File: config.mk
export PLATFORM = sky130hd
export DESIGN_NAME = pixel_row_packer
export DESIGN_NICKNAME = d
export VERILOG_FILES = /design/src/rtl/pixel_row_packer.sv
export SDC_FILE = /design/constraint.sdc
export NUM_CORES = 1
export LEC_CHECK = 0
export ABC_AREA = 1
export CORE_MARGIN = 3
export CORE_UTILIZATION = 30
export DETAILED_ROUTE_END_ITERATION = 8
export GPL_TIMING_DRIVEN = 0
export SETUP_SLACK_MARGIN = 0.3
export SLEW_MARGIN = 20
export SYNTH_ARGS = -nofsm -noshare
export SYNTH_HDL_FRONTEND = slang
export SYNTH_SLANG_ARGS = --single-unit
File: constraint.sdc
create_clock -name clk -period 5.3 [get_ports clk]
set_input_delay 0.53 -clock clk [delete_from_list [all_inputs] [get_ports clk]]
set_output_delay 0.53 -clock clk [all_outputs]
set_load 0.005 [all_outputs]
File: src/rtl/pixel_row_packer.sv
// Packs a pixel-serial byte stream into W-pixel rows held in two ping-pong buffers,
// tracking the row position within an H-row frame and flagging misplaced start-of-frame.
module pixel_row_packer #(
    parameter int W         = 24,
    parameter int H         = 24,
    parameter int DATA_BITS = 8
) (
    input  logic                     clk,
    input  logic                     resetn,
    input  logic                     s_valid,
    output logic                     s_ready,
    input  logic [DATA_BITS-1:0]     s_data,
    input  logic                     s_sof,
    output logic [W*DATA_BITS-1:0]   row_data,
    output logic                     row_valid,
    input  logic                     row_ready,
    output logic [$clog2(H)-1:0]     row_idx,
    output logic                     row_last,
    output logic                     frame_done,
    output logic                     sof_err
);

    localparam int COL_W = $clog2(W);
    localparam int IDX_W = $clog2(H);
    localparam int ROW_W = W * DATA_BITS;

    logic [COL_W-1:0] col;
    logic [IDX_W-1:0] row_in;
    logic             wr_ptr;
    logic             rd_ptr;
    logic [1:0]       buf_full;
    logic [ROW_W-1:0] buf_data [2];
    logic [IDX_W-1:0] buf_idx  [2];

    logic             accept;
    logic             xfer;
    logic             restart;
    logic             row_done;
    logic [COL_W-1:0] wr_col;
    logic [IDX_W-1:0] cur_row;

    assign s_ready    = ~buf_full[wr_ptr];
    assign row_valid  = buf_full[rd_ptr];
    assign row_data   = buf_data[rd_ptr];
    assign row_idx    = buf_idx[rd_ptr];
    assign row_last   = row_valid & (row_idx == IDX_W'(H - 1));
    assign frame_done = xfer & row_last;

    assign accept   = s_valid & s_ready;
    assign xfer     = row_valid & row_ready;
    // A start-of-frame anywhere but col0/row0 abandons the partial row and restarts the frame.
    assign restart  = accept & s_sof & ((col != '0) | (row_in != '0));
    assign wr_col   = restart ? '0 : col;
    assign cur_row  = restart ? '0 : row_in;
    assign row_done = accept & (wr_col == COL_W'(W - 1));

    always_ff @(posedge clk or negedge resetn) begin
        if (!resetn) begin
            col         <= '0;
            row_in      <= '0;
            wr_ptr      <= 1'b0;
            rd_ptr      <= 1'b0;
            buf_full    <= 2'b00;
            buf_data[0] <= '0;
            buf_data[1] <= '0;
            buf_idx[0]  <= '0;
            buf_idx[1]  <= '0;
            sof_err     <= 1'b0;
        end else begin
            if (accept) begin
                buf_data[wr_ptr][wr_col*DATA_BITS +: DATA_BITS] <= s_data;
                if (row_done) begin
                    buf_full[wr_ptr] <= 1'b1;
                    buf_idx[wr_ptr]  <= cur_row;
                    col              <= '0;
                    wr_ptr           <= ~wr_ptr;
                    row_in           <= (cur_row == IDX_W'(H - 1)) ? '0 : cur_row + 1'b1;
                end else begin
                    col    <= wr_col + 1'b1;
                    row_in <= cur_row;
                end
            end
            if (restart) begin
                sof_err <= 1'b1;
            end
            // Fill always targets an empty buffer and transfer a full one, so the bits never collide.
            if (xfer) begin
                buf_full[rd_ptr] <= 1'b0;
                rd_ptr           <= ~rd_ptr;
            end
        end
    end

endmodule

==> summary by stage <==
Setup path
At the worst endpoint, the required time is 4770 ps. The highest net fanout along the worst path is 10. STA classifies the critical path startpoint as a flop. The kind of critical path is flop to output pin. For the worst setup path, the data arrival time is 4020 ps. STA classifies the critical path endpoint as an output pin.

Place
The instance area after placement is 23,550 um2. The port buffer count is 214. The final RePlAce weighted congestion is about 1. After detailed placement, the design holds a cell count of 3,721. The HPWL after detailed placement is 56,520 um. OpenSTA, run right after detailed placement, puts the worst setup slack at just over 500 ps.

Global route
The remaining global-route overflow is 0. The via count of the first global-routing pass was 18,800. The initial antenna violation count was 8.

The pin count of the biggest net entering global routing is 92. The global router's overall resource usage is approximately 22%. The wire length of the first global-routing pass is 117,700 um.

Timing
The total setup violations reported at the end of the flow is 0. For the final database, setup skew stands at 30.04 ps. The setup TNS is 0 ps.

The headroom to the max-slew limit is about a fifth. The number of pins exceeding their max-slew limit in the final report came to 0. The upper clock frequency limit is 219.6 MHz. Setup repair after global routing left no endpoint under its margin. For the pin with the worst max-slew slack, the measured transition is 1184 ps.

The part of the cycle the worst path needs is 85.91%. The clock period minus worst slack is 4553 ps. Across all setup checks in the final design, the least slack found is 746.9 ps. The hold violation count in the final report is 0.

Detailed routing
The first TritonRoute pass finished after 5 iterations. After detailed routing, the average wire length per cell comes to 20.45 um. The routed layout has 19,710 vias. For this run, design rule violations remaining after detail routing come to 0.

The detailed-route wire length is a little under 80,000 um. The detail route stage leaves a number of antenna-violating nets equal to 0. The average via count per standard cell is 5.175. The DRC violation total after the first TritonRoute iteration is 1,961.

Floorplanning
The number of ports placed on the die boundary is about 220. The floorplan step defined a die boundary enclosing 70,530 um2. In this run the horizontal extent of the chip is roughly 270 um. The initialized floorplan defines 94 standard-cell rows. The core footprint is 66,220 um2. The initial utilization of the core area, before any placement, comes to 30.53%. The vertical die dimension is 265.6 um.

Synth
The prevailing post-synth register cell is sky130_fd_sc_hd__dfrtp_1. The share of synthesized registers carrying an async set or reset is 100.0%. The share of the synthesized area in the top cell type is about half.

The number of nets produced by synthesis is 2,656. Synthesis handed over a netlist of between 2,000 and 3,000 instances. Sorting the synthesized cells by area gives the leading types as sky130_fd_sc_hd__dfrtp_1 51%, sky130_fd_sc_hd__nand2_1 25%, sky130_fd_sc_hd__nand4_1 12%. The fraction of the yosys area taken by sequential cells is 50.63%.

The average size of a mapped cell is 7.659 um2. The distinct cell type count of the synthesized netlist is 36. The number of warnings reported in the yosys synthesis log is 0. The number of register bits inferred by synthesis is 409. The count of flip-flops with a built-in enable after synthesis is 0. The cell area after synthesis is 20,210 um2.

Summed over all instances, the cell type with the most area after synthesis is sky130_fd_sc_hd__dfrtp_1.

Pwr
The worst-case IR drop observed on VDD is 323.1 uV. The areal power density over the cells is 493.6 nW/um2. The reported leakage power is 13.09 nW.

Clock tree
The count of instances resized after the clock tree is built is 0. TritonCTS built the clock tree. Clock tree synthesis found a total of 409 sinks. CTS placed an instance of sky130_fd_sc_hd__clkbuf_16 at the clock tree root. The register clock-pin slew on the reported worst setup and hold paths is roughly 60 ps. Clock tree synthesis inserted a total of between 40 and 50 buffers. The insertion delay of the later-clocked pin in the worst-skew pair is 590 ps. No sink is reached through more buffers than the 3 on the longest clock path.

The H-tree depth is 2.

Status
The flow ran to the end, and the final reports show no timing, DRC or antenna violations.

Layout
Leaving out filler cells and counting taps, the final layout contains 3,808. The post-route cell area is 25,120 um2. Leaving out fill and tap cells, the most frequent cell in the layout is sky130_fd_sc_hd__nand2_1. The number of inserted filler cells in the final layout is 7,036. The final net count is just under 3,000. The top cell types in the final layout, fill and taps aside, are 1,368 x sky130_fd_sc_hd__nand2_1, 409 x sky130_fd_sc_hd__dfrtp_1, 389 x sky130_fd_sc_hd__nand4_1. The area overhead of the layout relative to synthesis is 24.26%.

The post-route netlist has about 6.5% of its cells at a drive strength greater than 1. Measured on the finished design, the core utilization comes to a little under two fifths.

Flow run
Max-cap violations in this run came to 0.

Hold path
The min-delay analysis places its worst path in the category flop to flop.
final timing paths:
kind / start / to / slack [ps] / depth (start not counted)
max: rd_ptr$_DFFE_PN0P_ / row_data[5] / 750 / 6
min: sof_err$_DFFE_PN0P_ / sof_err$_DFFE_PN0P_ / 470 / 1
max reg2reg: col[0]$_DFFE_PN0P_ / buf_data[253]$_DFFE_PN0P_ / 870 / 18
min reg2reg: sof_err$_DFFE_PN0P_ / sof_err$_DFFE_PN0P_ / 470 / 1
max in group asynchronous: resetn / buf_data[49]$_DFFE_PN0P_ / 3450 / 4
min in group asynchronous: resetn / sof_err$_DFFE_PN0P_ / 500 / 2
through the flow:
step / total power [mW] / hold WS (ps)
2_1_floorplan: 6.651 / 234.4
3_3_place_gp: 8.960 / 453.2
3_5_place_dp: 8.993 / 452.6
4_1_cts: 12.33 / 467.3
5_1_grt: 12.96 / 476.0
6_report: 12.40 / 465.6
synth_stat cells (2+ instances only):
master	n
sky130_fd_sc_hd__nand2_1	1368
sky130_fd_sc_hd__dfrtp_1	409
sky130_fd_sc_hd__nand4_1	389
sky130_fd_sc_hd__clkbuf_1	98
sky130_fd_sc_hd__nor2_1	81
sky130_fd_sc_hd__nand3_1	69
sky130_fd_sc_hd__buf_2	57
sky130_fd_sc_hd__o21ai_0	41
sky130_fd_sc_hd__inv_1	39
sky130_fd_sc_hd__buf_4	16
sky130_fd_sc_hd__buf_1	8
sky130_fd_sc_hd__buf_6	8
sky130_fd_sc_hd__nor2_4	8
sky130_fd_sc_hd__a21oi_1	4
sky130_fd_sc_hd__ha_1	4
sky130_fd_sc_hd__inv_2	4
sky130_fd_sc_hd__nand2_2	4
sky130_fd_sc_hd__nand4_4	4
sky130_fd_sc_hd__xor2_1	4
sky130_fd_sc_hd__a22oi_1	2
sky130_fd_sc_hd__mux2i_1	2
sky130_fd_sc_hd__nor2_2	2
sky130_fd_sc_hd__nor3_1	2
sky130_fd_sc_hd__o21ai_2	2
sky130_fd_sc_hd__o22ai_1	2
sky130_fd_sc_hd__or2_2	2
logic make-up (layout without fill, tap and decap cells):
| group | after synthesis | after routing | share of synthesized area (%) |
|---|---|---|---|
| mux | 2 | 2 | 0.09904 |
| other cells | 0 | 5 | 0 |
| buf+inv | 231 | 531 | 5.249 |
| flops | 409 | 409 | 50.63 |
| simple gates | 1935 | 1935 | 42.15 |
| compound gates | 53 | 53 | 1.405 |
| fa+ha+maj | 4 | 4 | 0.2476 |
| xor+xnor | 5 | 5 | 0.2166 |
where the power goes:
part | internal (mW) | switching, mW
Sequential | 3.47 | 0.195
Clock | 1.98 | 1.36
Combinational | 1.27 | 4.14
layout make-up:
type,count,area [um2],area share (%)
clock inverters,18,226.5,0.9017
well taps,864,1081,4.304
repair buffers,219,2267,9.027
clock buffers,63,1316,5.241
inverters,44,167.7,0.6675
plain buffers,187,893.4,3.557
diodes,5,12.51,0.04982
multi-input cells,1999,8917,35.50
flip-flops and latches,409,10230,40.75
sequential cells by signal, indices dropped and copies added (netlist names):
name,flops
buf_full,2
buf_data,384
col,5
sof_err,1
rd_ptr,1
row_in,5
buf_idx,10
wr_ptr,1
worst max-delay path, cell delays in order, from the launching register on:
cell                              delay (ps)
sky130_fd_sc_hd__dfrtp_1                 370
sky130_fd_sc_hd__buf_1                   500
sky130_fd_sc_hd__clkbuf_1                940
sky130_fd_sc_hd__clkbuf_1                590
sky130_fd_sc_hd__nand2_1                 100
sky130_fd_sc_hd__o21ai_0                 310
sky130_fd_sc_hd__clkdlybuf4s50_1         630
metal layers:
| layer | GRT usage [%] | wire (um) | vias up |
|---|---|---|---|
| met4 | 6.283 | 2165 | 4 |
| met3 | 4.514 | 6406 | 133 |
| met1 | 30.64 | 34760 | 9527 |
| met5 | 0 | 24 | - |
| met2 | 33.76 | 34520 | 744 |
| li1 | - | - | 9297 |
what timing repair did:
action                    CTS  global route
hold buffers                1             0
hold endpoints to repair   61             0
setup buffers               0             0
(Power assumes the default switching activity.)
